--- src/rtl/io_ctrl_pkg.sv ---
// io_ctrl_pkg: shared constants and types for the board I/O controller.
//   - ADDR_*    : default byte addresses of the mapped registers
//   - *_BITS    : widths of the output registers
//   - state_e   : handshake FSM states
package io_ctrl_pkg;

   localparam logic [31:0] ADDR_HEX  = 32'hF000_0000;
   localparam logic [31:0] ADDR_LEDR = 32'hF000_0004;
   localparam logic [31:0] ADDR_LEDG = 32'hF000_0008;
   localparam logic [31:0] ADDR_KEY  = 32'hF000_0010;
   localparam logic [31:0] ADDR_SW   = 32'hF000_0014;

   localparam int HEX_BITS  = 24;
   localparam int LEDR_BITS = 10;
   localparam int LEDG_BITS = 8;

   typedef enum logic [0:0] {
      IDLE = 1'b0,
      ACK  = 1'b1
   } state_e;

endpackage : io_ctrl_pkg

--- src/rtl/io_debounce.sv ---
// io_debounce: 2-FF synchronizer followed by a per-bit state register.
// Optional macro IO_CTRL_DEBOUNCE_EN: when defined, each bit only changes
// state after the synchronized input has differed from it for
// DEBOUNCE_CYCLES consecutive cycles.
// Ports:
//   clk, reset_n : clock, asynchronous active-low reset
//   din  [W]     : raw asynchronous inputs
//   dout [W]     : synchronized (and debounced) state
module io_debounce #(
   parameter int W               = 4,
   parameter int DEBOUNCE_CYCLES = 500000
) (
   input  logic         clk,
   input  logic         reset_n,
   input  logic [W-1:0] din,
   output logic [W-1:0] dout
);

   logic [W-1:0] sync1_r;
   logic [W-1:0] sync2_r;
   logic [W-1:0] state_r;

   // Two-stage synchronizer for the asynchronous inputs.
   always_ff @(posedge clk or negedge reset_n) begin
      if (!reset_n) begin
         sync1_r <= {W{1'b0}};
         sync2_r <= {W{1'b0}};
      end else begin
         sync1_r <= din;
         sync2_r <= sync1_r;
      end
   end

`ifdef IO_CTRL_DEBOUNCE_EN
   localparam int CW = $clog2(DEBOUNCE_CYCLES + 1);

   logic [CW-1:0] cnt_r [W];

   // Per-bit stability counter: runs while the input disagrees with the
   // state, and flips the state once it has counted a full window.
   always_ff @(posedge clk or negedge reset_n) begin
      if (!reset_n) begin
         state_r <= {W{1'b0}};
         for (int i = 0; i < W; i++) begin
            cnt_r[i] <= {CW{1'b0}};
         end
      end else begin
         for (int i = 0; i < W; i++) begin
            if (sync2_r[i] == state_r[i]) begin
               cnt_r[i] <= {CW{1'b0}};
            end else if (cnt_r[i] == CW'(DEBOUNCE_CYCLES)) begin
               state_r[i] <= sync2_r[i];
               cnt_r[i]   <= {CW{1'b0}};
            end else begin
               cnt_r[i] <= cnt_r[i] + CW'(1);
            end
         end
      end
   end
`else
   // Without debounce the state is simply the synchronizer output, registered once.
   always_ff @(posedge clk or negedge reset_n) begin
      if (!reset_n) begin
         state_r <= {W{1'b0}};
      end else begin
         state_r <= sync2_r;
      end
   end
`endif

   assign dout = state_r;

endmodule : io_debounce

--- src/rtl/io_ctrl.sv ---
// io_ctrl: memory-mapped I/O controller for the processor data port.
// Owns the HEX/LEDR/LEDG output registers and exposes conditioned KEY/SW
// inputs (with sticky press capture on KEY). One-cycle req/ready handshake:
// an access accepted at edge N is acknowledged with ready/hit/rdata in N+1.
// Optional macro IO_CTRL_DEBOUNCE_EN enables input debouncing (io_debounce).
// Ports:
//   clk, reset_n          : clock, asynchronous active-low reset
//   req, we, addr, wdata  : access request, store flag, byte address, store data
//   ready, rdata, hit     : acknowledge, load data, address-mapped flag
//   KEY [4] / SW [10]     : raw push buttons (active-low) and switches
//   hex_out, ledr_out, ledg_out : output registers
module io_ctrl #(
   parameter int               DBITS           = 32,
   parameter logic [DBITS-1:0] ADDR_HEX        = DBITS'(io_ctrl_pkg::ADDR_HEX),
   parameter logic [DBITS-1:0] ADDR_LEDR       = DBITS'(io_ctrl_pkg::ADDR_LEDR),
   parameter logic [DBITS-1:0] ADDR_LEDG       = DBITS'(io_ctrl_pkg::ADDR_LEDG),
   parameter logic [DBITS-1:0] ADDR_KEY        = DBITS'(io_ctrl_pkg::ADDR_KEY),
   parameter logic [DBITS-1:0] ADDR_SW         = DBITS'(io_ctrl_pkg::ADDR_SW),
   parameter int               DEBOUNCE_CYCLES = 500000
) (
   input  logic             clk,
   input  logic             reset_n,
   input  logic             req,
   input  logic             we,
   input  logic [DBITS-1:0] addr,
   input  logic [DBITS-1:0] wdata,
   output logic             ready,
   output logic [DBITS-1:0] rdata,
   output logic             hit,
   input  logic [3:0]       KEY,
   input  logic [9:0]       SW,
   output logic [23:0]      hex_out,
   output logic [9:0]       ledr_out,
   output logic [7:0]       ledg_out
);

   import io_ctrl_pkg::*;

   state_e                 state_r;
   state_e                 state_nxt_s;
   logic                   ready_r;
   logic                   hit_r;
   logic [DBITS-1:0]       rdata_r;
   logic [HEX_BITS-1:0]    hex_r;
   logic [LEDR_BITS-1:0]   ledr_r;
   logic [LEDG_BITS-1:0]   ledg_r;
   logic [3:0]             key_prev_r;
   logic [3:0]             key_sticky_r;
   logic [3:0]             key_sticky_nxt_s;
   logic [3:0]             key_state_s;
   logic [9:0]             sw_state_s;
   logic                   accept_s;
   logic                   sel_hex_s;
   logic                   sel_ledr_s;
   logic                   sel_ledg_s;
   logic                   sel_key_s;
   logic                   sel_sw_s;
   logic                   mapped_s;
   logic [DBITS-1:0]       rd_mux_s;

   // KEY is inverted before conditioning so a pressed button reads as 1.
   io_debounce #(.W(4), .DEBOUNCE_CYCLES(DEBOUNCE_CYCLES)) u_key_cond (
      .clk     (clk),
      .reset_n (reset_n),
      .din     (~KEY),
      .dout    (key_state_s)
   );

   io_debounce #(.W(10), .DEBOUNCE_CYCLES(DEBOUNCE_CYCLES)) u_sw_cond (
      .clk     (clk),
      .reset_n (reset_n),
      .din     (SW),
      .dout    (sw_state_s)
   );

   // Address decode: full-width equality, so misaligned addresses are unmapped.
   always_comb begin
      sel_hex_s  = (addr == ADDR_HEX);
      sel_ledr_s = (addr == ADDR_LEDR);
      sel_ledg_s = (addr == ADDR_LEDG);
      sel_key_s  = (addr == ADDR_KEY);
      sel_sw_s   = (addr == ADDR_SW);
      mapped_s   = sel_hex_s | sel_ledr_s | sel_ledg_s | sel_key_s | sel_sw_s;
   end

   // Handshake FSM next state; req is only looked at in IDLE.
   always_comb begin
      state_nxt_s = IDLE;
      accept_s    = 1'b0;
      case (state_r)
         IDLE: begin
            if (req) begin
               accept_s    = 1'b1;
               state_nxt_s = ACK;
            end else begin
               state_nxt_s = IDLE;
            end
         end
         ACK:     state_nxt_s = IDLE;
         default: state_nxt_s = IDLE;
      endcase
   end

   // Load data mux, zero-extended to the bus width.
   always_comb begin
      rd_mux_s = {DBITS{1'b0}};
      if (sel_hex_s) begin
         rd_mux_s = {{(DBITS-HEX_BITS){1'b0}}, hex_r};
      end else if (sel_ledr_s) begin
         rd_mux_s = {{(DBITS-LEDR_BITS){1'b0}}, ledr_r};
      end else if (sel_ledg_s) begin
         rd_mux_s = {{(DBITS-LEDG_BITS){1'b0}}, ledg_r};
      end else if (sel_key_s) begin
         rd_mux_s = {{(DBITS-8){1'b0}}, key_sticky_r, key_state_s};
      end else if (sel_sw_s) begin
         rd_mux_s = {{(DBITS-10){1'b0}}, sw_state_s};
      end else begin
         rd_mux_s = {DBITS{1'b0}};
      end
   end

   // Sticky press capture: a KEY load clears, but a rising edge in the same
   // cycle wins so that press is not lost.
   always_comb begin
      key_sticky_nxt_s = key_sticky_r;
      if (accept_s && !we && sel_key_s) begin
         key_sticky_nxt_s = 4'b0000;
      end else begin
         key_sticky_nxt_s = key_sticky_r;
      end
      key_sticky_nxt_s = key_sticky_nxt_s | (key_state_s & ~key_prev_r);
   end

   // FSM state, acknowledge and load-data registers.
   always_ff @(posedge clk or negedge reset_n) begin
      if (!reset_n) begin
         state_r <= IDLE;
         ready_r <= 1'b0;
         hit_r   <= 1'b0;
         rdata_r <= {DBITS{1'b0}};
      end else begin
         state_r <= state_nxt_s;
         ready_r <= accept_s;
         hit_r   <= accept_s & mapped_s;
         rdata_r <= (accept_s && !we) ? rd_mux_s : {DBITS{1'b0}};
      end
   end

   // Output registers and KEY edge-capture state.
   always_ff @(posedge clk or negedge reset_n) begin
      if (!reset_n) begin
         hex_r        <= {HEX_BITS{1'b0}};
         ledr_r       <= {LEDR_BITS{1'b0}};
         ledg_r       <= {LEDG_BITS{1'b0}};
         key_prev_r   <= 4'b0000;
         key_sticky_r <= 4'b0000;
      end else begin
         if (accept_s && we && sel_hex_s) begin
            hex_r <= wdata[HEX_BITS-1:0];
         end
         if (accept_s && we && sel_ledr_s) begin
            ledr_r <= wdata[LEDR_BITS-1:0];
         end
         if (accept_s && we && sel_ledg_s) begin
            ledg_r <= wdata[LEDG_BITS-1:0];
         end
         key_prev_r   <= key_state_s;
         key_sticky_r <= key_sticky_nxt_s;
      end
   end

   assign ready    = ready_r;
   assign hit      = hit_r;
   assign rdata    = rdata_r;
   assign hex_out  = hex_r;
   assign ledr_out = ledr_r;
   assign ledg_out = ledg_r;

endmodule : io_ctrl

--- config.mk ---
export PLATFORM = sky130hd
export DESIGN_NAME = io_ctrl
export DESIGN_NICKNAME = d
export VERILOG_FILES = /design/src/rtl/io_ctrl_pkg.sv /design/src/rtl/io_debounce.sv /design/src/rtl/io_ctrl.sv
export SDC_FILE = /design/constraint.sdc
export NUM_CORES = 1
export LEC_CHECK = 0
export CELL_PAD_IN_SITES_DETAIL_PLACEMENT = 0
export CELL_PAD_IN_SITES_GLOBAL_PLACEMENT = 1
export CORE_AREA = 10 10 135 137
export DETAILED_ROUTE_END_ITERATION = 16
export DIE_AREA = 0 0 145 147
export MAX_ROUTING_LAYER = met4
export PLACE_DENSITY = 0.76
export SYNTH_ARGS = -nofsm -noshare
export SYNTH_HDL_FRONTEND = slang
export SYNTH_SLANG_ARGS = --single-unit
export TNS_END_PERCENT = 1
--- constraint.sdc ---
create_clock -name clk -period 2.8 [get_ports clk]
set_clock_uncertainty 0.15 [all_clocks]
set_input_delay 0.28 -clock clk [delete_from_list [all_inputs] [get_ports clk]]
set_output_delay 0.28 -clock clk [all_outputs]
set_load 0.02 [all_outputs]
## Word level (Yosys, flattened, before mapping)

Cells that the tools add are included.

- Register bits: 127
- Output and inout bits: 76

- Bitwise logic cells: 10
- Mux-type cells: 10
- Eq/ne operators: 5
- Reduce and logical (&&, ||, !) cells: 7

Operators by type and width:

| operator | count |
|---|---|
| == test 32 bit, second input constant | 5 |
| two-way mux 10 bit | 4 |
| two-way mux 32 bit | 1 |
| two-way mux 24 bit | 1 |
| NOT 4 bit | 2 |
| logical AND 1 bit | 6 |
| AND 4 bit | 1 |
| two-way mux 4 bit | 1 |
| OR 1 bit | 4 |
| OR 4 bit | 1 |
| two-way mux 1 bit | 2 |
| case mux 1 bit (2 select lines) | 1 |
| AND 1 bit | 1 |
| zero test 1 bit | 1 |
| NOT 1 bit | 1 |

## Longest topological paths before layout

Gate-level depths: netlist (run 1).

- Depth in word-level cells: 7
- Mapped depth: 6
- Mapped depth without buffers: 4

## Cells and area by module

Synthesis (run 1) repeated with hierarchy kept, for this count alone.

- Cell total of the unflattened synthesis: 323
- Area, all modules: 4474.3 um^2

Modules (own cells, without submodules):

| module | times used | seq. area each (um^2) | area an instance (um^2) | cells each |
|---|---|---|---|---|
| io_ctrl | 1 | 1901.8 | 3423.3 | 281 |
| io_debounce at u_sw_cond | 1 | 750.7 | 750.7 | 30 |
| io_debounce at u_key_cond | 1 | 300.3 | 300.3 | 12 |

## Worst setup path after synthesis (run 1)

OpenSTA, ideal clock, no wires.

- Path type: reg-to-reg
- Start point: register, netlist name ready
- End point: register hex_r[10] (netlist: hex_out[10])
- Clock period less this slack: 2.162 ns
- Data arrival time: 1.887 ns
- Stages on the path, launching flop included: 7
- Setup time: 0.125 ns
- Slack: 0.638 ns
- Cell sequence: dfrtp_1 nor2b_1 nand4_2 or4_1 buf_2 buf_6 mux2_4

RTL lines:

| item | line | text |
|---|---|---|
| to (signal assigned) | io_ctrl.sv:152 | `hex_r <= {HEX_BITS{1'b0}};` |
| to (signal assigned) | io_ctrl.sv:159 | `hex_r <= wdata[HEX_BITS-1:0];` |
| to (decl) | io_ctrl.sv:44 | `logic [HEX_BITS-1:0] hex_r;` |

## Worst setup path in the final report (run 1)

- Start point: input port addr[4]
- End point: register hex_r[14] (netlist: hex_out[14])

- Cells in the longest elaborated chain, start to end: 2

Ends and longest elaborated chain:

| item | line | text |
|---|---|---|
| from (decl) | io_ctrl.sv:25 | `input logic [DBITS-1:0] addr,` |
| == test 32 bit | io_ctrl.sv:78 | `sel_hex_s = (addr == ADDR_HEX);` |
| logical AND 1 bit | io_ctrl.sv:158 | `if (accept_s && we && sel_hex_s) begin` |

No other way between the ends.
A chain may end at the register's enable or synchronous reset.

==> reports/metrics.cfg, run 1 <==
[drt]
vias_per_cell = 4.26
drt-initial-drc-count = 129
routed_wl_um = 11700
wl_per_cell_um = 16.9
vias = 2962
ant_nets = 0
drt-pass1-iter-count = 5
drc = 0

[synth]
synth_area_per_cell_sq_um = 15.1
synth_edf_count = 0
ys_seq_area_frac = 0.668
syn_inst = 293
synthTopCellsByArea = dfrtp_1, mux2_4, mux2_2
yosysWarnings = 0
synth.top_cell.area_share = 0.668
ys.flop_type = dfrtp_1
netlist_area_sq_um = 4420
synth_top_area_cell = dfrtp_1
async_reset_ff_frac = 1.00
ys_ff_latch = 118
synth_cell_types = 34

[global_route]
grt_pass1_vias = 3407
antenna_found_initial = 0
grt_pass1_wl_um = 18700
overflow = 0
grt_max_degree = 49
track_usage = 0.116

[worst_setup_path]
critical-path-top-delay-family = simple AND/OR/NAND/NOR gates
path_cells = clkdlybuf4s50_1 > nor4_4 > nand3b_1 > or4_2 > buf_4 > mux2_4
cp_slowest_cell = or4_2
path_buf_inv = 2
reg2reg_to = hex_out[14]
critPathMaxFanout = 15
start_kind = primary input
cp.required_ns = 2.94
r2r_slack_ns = 0.61
r2r-start = ready
critPathMaxStageDelay_ns = 0.69
end_kind = register
crit_type = primary input to register
crit_arrival_ns = 2.50
reg2reg_depth = 5

[timing]
min_period_ns = 2.37
finalSetupTns_ns = 0
maxSlewViolCount = 0
hold_viol_final = 0
rsz0062_at_grt = no
max_freq_mhz = 423
relSlewSlack = 0.583
fin_crit_sh = 0.845
worstMarginPinSlew_ns = 0.626
final-setup-viol-count = 0

[final_layout]
fin_nets = 549
antennaDiodeCount = 0
nFillCells = 1420
drive_above_1_share = 0.231
fin_cells = 696
synthToLayoutAreaGrowth_pct = 55.4

[placed_design]
place_hpwl_um = 8750
io_buffers = 141
place_inst = 663
routabilityCongestion = 0.761

[pwr]
switching_power_mw = 0.825
p_int_mw = 3.48
p_comb_frac = 0.049
p_seq_frac = 0.407
power.density_nw_per_um2 = 626
peakVddDrop_mv = 0.388
power.leakage_nw = 3.12
clockPowerShare = 0.544
switching_share = 0.192
p_total_mw = 4.30

[floorplanning]
io-pin-count = 158
rows = 46
die_area_sq_um = 21300
chipHeight_um = 147
fp.dieW_um = 145
core-area_sq_um = 15600
start_util = 0.284

[job]
maxCapViolations = 0

[worst_hold_path]
hp-start = SW[9]
min_delay_path_depth = 1
min_path_type = primary input to register
hold_end = u_sw_cond.sync1_r[9]

[clocking]
cts_tree = done
root_buffer = clkbuf_16
htree_levels = 4
clk_latency_ns = 0.41
cts_resized = 0
cts_made_buffers = 17
cts.sinks = 118
clockBufferDepth = 2
clk_pin_slew_ns = 0.05

[outcome]
status = finished clean

[power groups by stage]
stage                     logic [mW]  clock network (mW)  registers, mW
after floorplan               0.0486                   0           1.78
after global placement         0.206                   0           1.78
after detailed placement       0.209                   0           1.78
after CTS                      0.212                2.41           1.75
after global routing           0.229                2.49           1.75
final                          0.209                2.34           1.75
[cells in the final DEF (no fill, tap or decap), types with 2 or more instances in the layout]
cell type and instances:
buf_4 23, a32o_1 2, clkbuf_1 4, bufinv_16 5
clkinv_2 3, o22ai_1 4, nor4_2 3, nand3_1 3
inv_1 21, clkbuf_16 17, o2111a_1 2, and2_1 14
clkdlybuf4s50_1 140, nor4bb_1 2, buf_12 2, a221oi_1 8
o221a_2 8, dfrtp_1 118, nand2_1 2, nor2_1 10
mux2i_1 8, clkbuf_8 2, nor3_1 3, nor4_1 2
conb_1 8, mux2_2 22, nand2b_1 10, mux2_4 20
nor4_4 2
[final cells by class]
| class | instances | area [sq um] | share of cell area |
|---|---|---|---|
| clock inverters | 9 | 173 | 0.0251 |
| flip-flops and latches | 118 | 2950 | 0.430 |
| clock buffers | 23 | 468 | 0.0681 |
| well taps | 216 | 270 | 0.0393 |
| multi-input cells | 143 | 1310 | 0.190 |
| inverters | 21 | 78.8 | 0.0115 |
| repair buffers | 166 | 1620 | 0.236 |
[worst max path at each step]
stage,from,end,depth (start not counted)
floorplan,ready,hex_out[10],6
global placement,addr[28],hex_out[17],7
detailed placement,addr[31],hex_out[16],7
CTS,addr[31],hex_out[14],7
global route,addr[31],hex_out[17],7
finish,addr[4],hex_out[14],6
[registers in the layout (all words and copies together), names as in the netlist]
register / count
key_sticky_r: 4
u_key_cond.dout: 4
key_prev_r: 4
hit: 1
ledg_out: 8
u_sw_cond.sync2_r: 10
ledr_out: 10
u_key_cond.sync2_r: 4
ready: 1
u_key_cond.sync1_r: 4
u_sw_cond.dout: 10
u_sw_cond.sync1_r: 10
hex_out: 24
rdata: 24
[cell usage after synthesis (2+ instances only)]
library cell	count
dfrtp_1	118
mux2_2	22
inv_1	21
mux2_4	20
and2_1	14
nand2b_1	10
nor2_1	10
a221oi_1	8
buf_4	8
mux2i_1	8
o221a_2	8
clkbuf_1	7
o22ai_1	4
nand3_1	3
nor3_1	3
nor4_2	3
a32o_1	2
buf_6	2
nand2_1	2
nor4_1	2
nor4_4	2
nor4bb_1	2
o2111a_1	2
or4_1	2
[kinds of logic after synthesis]
| logic type | count (synthesis) | share of synthesized area |
|---|---|---|
| AOI/OAI and AO/OA | 25 | 0.0526 |
| buffers and inverters | 39 | 0.0436 |
| DFF | 118 | 0.668 |
| muxes | 50 | 0.142 |
| other | 1 | 0.000848 |
| and+or+nand+nor | 60 | 0.0934 |
[worst register-to-register path: cells and delay by family (launching register included)]
| kind | cells | cell delay, ns |
|---|---|---|
| buffers and inverters | 1 | 0.26 |
| flip-flops | 1 | 0.38 |
| multiplexers | 1 | 0.33 |
| AND/OR/NAND/NOR | 3 | 0.95 |
[metal layers]
metal  global-route usage  routed length, um  up-vias
met5                    -                  0        -
met4               0.0531                191        0
met3               0.0436                731       21
met2                0.185               5900      105
met1                0.126               4910     1473
li1                     -                  -     1363
[through the flow]
stage	utilization	setup slack, ns	cell area, sq um	hold WS [ns]
floorplan	-	0.638	4450	-0.166
global placement	0.399	0.0226	6220	0.178
detailed placement	0.399	0.0275	6220	0.185
CTS	0.441	0.463	6870	0.129
global route	0.441	0.343	6870	0.139
finish	0.441	0.434	6870	0.156
[repair_timing]
action / CTS / global route
endpoints found under the hold margin: 45 / 0
setup buffers: 0 / 0
hold buffers: 1 / 0
(Power assumes the default switching activity.)
==> run 2: changes to the inputs <==
PLACE_DENSITY = 0.79   (was 0.76)
clock period = 2.1 ns   (was 2.8 ns; I/O delays follow)
==> run 2 against run 1 <==
The flow now finishes with violations (setup timing). Worst setup slack got worse by 0.44 ns. Die area unchanged. Non-clock buffer count is 7 higher. First-iteration DRC count rose by 31%. Combinational power up 41%. Final cell count increased by 0.86%. Sequential share of layout area fell by 1.0 points. Count of clock-buffer cells in the layout shrank 3. Via count increased by 0.98%. Clock power grew 25%. Largest power group unchanged. Highest routed layer unchanged.
==> reports/metrics.cfg, run 2 (same netlist as run 1, synthesis figures left out) <==
[floorplanning]
chipHeight_um = 147  ; unchanged
io-pin-count = 158  ; unchanged
fp.dieW_um = 145  ; unchanged
start_util = 0.284  ; unchanged
die_area_sq_um = 21300  ; unchanged
core-area_sq_um = 15600  ; unchanged
rows = 46  ; unchanged

[worst_hold_path]
min_path_type = primary input to register
hp-start = SW[5]

[global_route]
antenna_found_initial = 0  ; unchanged
grt_pass1_vias = 3450  ; +1.3%
track_usage = 0.117  ; +0.00107
grt_max_degree = 119  ; +140%
grt_pass1_wl_um = 19100  ; +2.1%
overflow = 0  ; unchanged

[clocking]
clockBufferDepth = 2  ; unchanged
clk_pin_slew_ns = 0.05  ; about the same
htree_levels = 4  ; unchanged
clk_latency_ns = 0.40  ; about the same
cts_made_buffers = 17  ; unchanged
root_buffer = clkbuf_16
cts.sinks = 118  ; unchanged
cts_tree = done

[outcome]
violations = setup timing
status = complete, but fails checks

[worst_setup_path]
r2r_slack_ns = 0.04  ; -0.57 ns
critPathMaxFanout = 8  ; -7
start_kind = primary input
reg2reg_to = ledg_out[6]
end_kind = register
crit_arrival_ns = 2.25  ; -0.25 ns
reg2reg_depth = 5  ; unchanged
r2r-start = ready
cp-endpoint = ledg_out[6]
crit_start = addr[14]
crit_type = primary input to register
cp.required_ns = 2.24  ; -0.70 ns

[drt]
ant_nets = 0  ; unchanged
drt-pass1-iter-count = 7  ; +2
drt-initial-drc-count = 169  ; +31%
drc = 0  ; unchanged
vias_per_cell = 4.26  ; +0.12%
vias = 2991  ; +0.98%
routed_wl_um = 12000  ; +2.4%
wl_per_cell_um = 17.1  ; +1.6%

[final_layout]
fin_nets = 556  ; +1.3%
fin_util = 0.451  ; +0.0107
fin_cells = 702  ; +0.86%
final_area_sq_um = 7040  ; +2.4%
final_cell_mix = clkdlybuf4s50_1, dfrtp_1, buf_4
drive_above_1_share = 0.261  ; +0.0301
synthToLayoutAreaGrowth_pct = 59.1
antennaDiodeCount = 0  ; unchanged
layout_commonest_cell = clkdlybuf4s50_1

[timing]
setup_ws_ns = -0.00627  ; -0.441 ns
maxSlewViolCount = 0  ; unchanged
rsz0062_at_grt = yes
hold_slack_ns = 0.0923  ; -0.0642 ns
finalSetupTns_ns = -0.00627  ; -0.00627 ns
fin_crit_sh = 1.00
worstMarginPinSlew_ns = 0.610  ; -0.0165 ns
min_period_ns = 2.11
final-setup-viol-count = 1  ; +1
relSlewSlack = 0.594  ; +0.0110
hold_viol_final = 0  ; unchanged
max_freq_mhz = 475

[placed_design]
io_buffers = 141  ; unchanged
place_inst = 668  ; +0.75%
routabilityCongestion = 0.769  ; +1.0%
place_hpwl_um = 8800  ; +0.52%
dpl_cell_area_sq_um = 6270  ; +0.80%
pre_cts_slack_ns = -0.656  ; -0.684 ns

[pwr]
power.leakage_nw = 3.30  ; +5.8%
clockPowerShare = 0.526  ; -0.018
switching_share = 0.206  ; +0.0144
p_comb_frac = 0.053  ; +0.004
power.density_nw_per_um2 = 789  ; +26%
switching_power_mw = 1.14  ; +39%
p_int_mw = 4.41  ; +27%
p_seq_frac = 0.421  ; +0.014
p_total_mw = 5.55  ; +29%
peakVddDrop_mv = 0.483  ; +24%

[job]
maxCapViolations = 0  ; unchanged

run 2: cell count changes in the layout (fill, tap and decap cells not counted), moves of 3 or more:
cell,change
clkbuf_1,-3
dlymetal6s2s_1,+15
clkinvlp_4,+4
clkdlybuf4s50_1,-15
buf_4,+5
nor4_4,+3
run 2: layout make-up:
cell class                 instances  area, sq um
inverter                          21         78.8
multi-input combinational        143         1410
tap                              216          270
timing repair buffer             173         1720
clock inverter                    11          150
fill                            1413         8560
clock buffer                      20          457
sequential                       118         2950
run 2: repair_timing:
item | in CTS | in global routing
setup buffers | 0 | 3
endpoints found under the setup margin | 42 | 39
gates resized for setup | 7 | 25
pin swaps | 1 | 11
endpoints found under the hold margin | 118 | 0
hold buffers | 1 | 0
run 2: how the worst min path moves through the flow:
stage | end | slack (ns) | depth (start not counted)
final | u_sw_cond.sync1_r[5] | 0.09 | 1
after global routing | u_sw_cond.sync1_r[5] | 0.08 | 1
after CTS | u_sw_cond.sync1_r[5] | 0.07 | 1
after detailed placement | u_key_cond.sync2_r[0] | 0.18 | 0
after global placement | u_sw_cond.sync2_r[9] | 0.18 | 0
after floorplan | hex_out[0] | -0.24 | 0
run 2: power groups by stage:
stage / Clock (mW) / Sequential (mW) / Combinational (mW)
6_report: 2.92 / 2.34 / 0.294
2_1_floorplan: 0 / 2.37 / 0.0662
5_1_grt: 3.10 / 2.34 / 0.320
4_1_cts: 3.01 / 2.34 / 0.293
3_3_place_gp: 0 / 2.38 / 0.282
3_5_place_dp: 0 / 2.38 / 0.286
run 2: worst max-delay path: stages:
cell             delay (ns)
clkdlybuf4s50_1        0.45
nor4_4                 0.32
nand4_4                0.15
buf_6                  0.16
or4_4                  0.62
mux2_4                 0.33
run 2: metal layers:
metal	up-vias	global-route usage	share of wire
met2	113	0.184	0.51
met4	0	0.0393	0.0094
met5	-	-	0
met3	13	0.0430	0.076
li1	1379	-	-
met1	1486	0.136	0.41
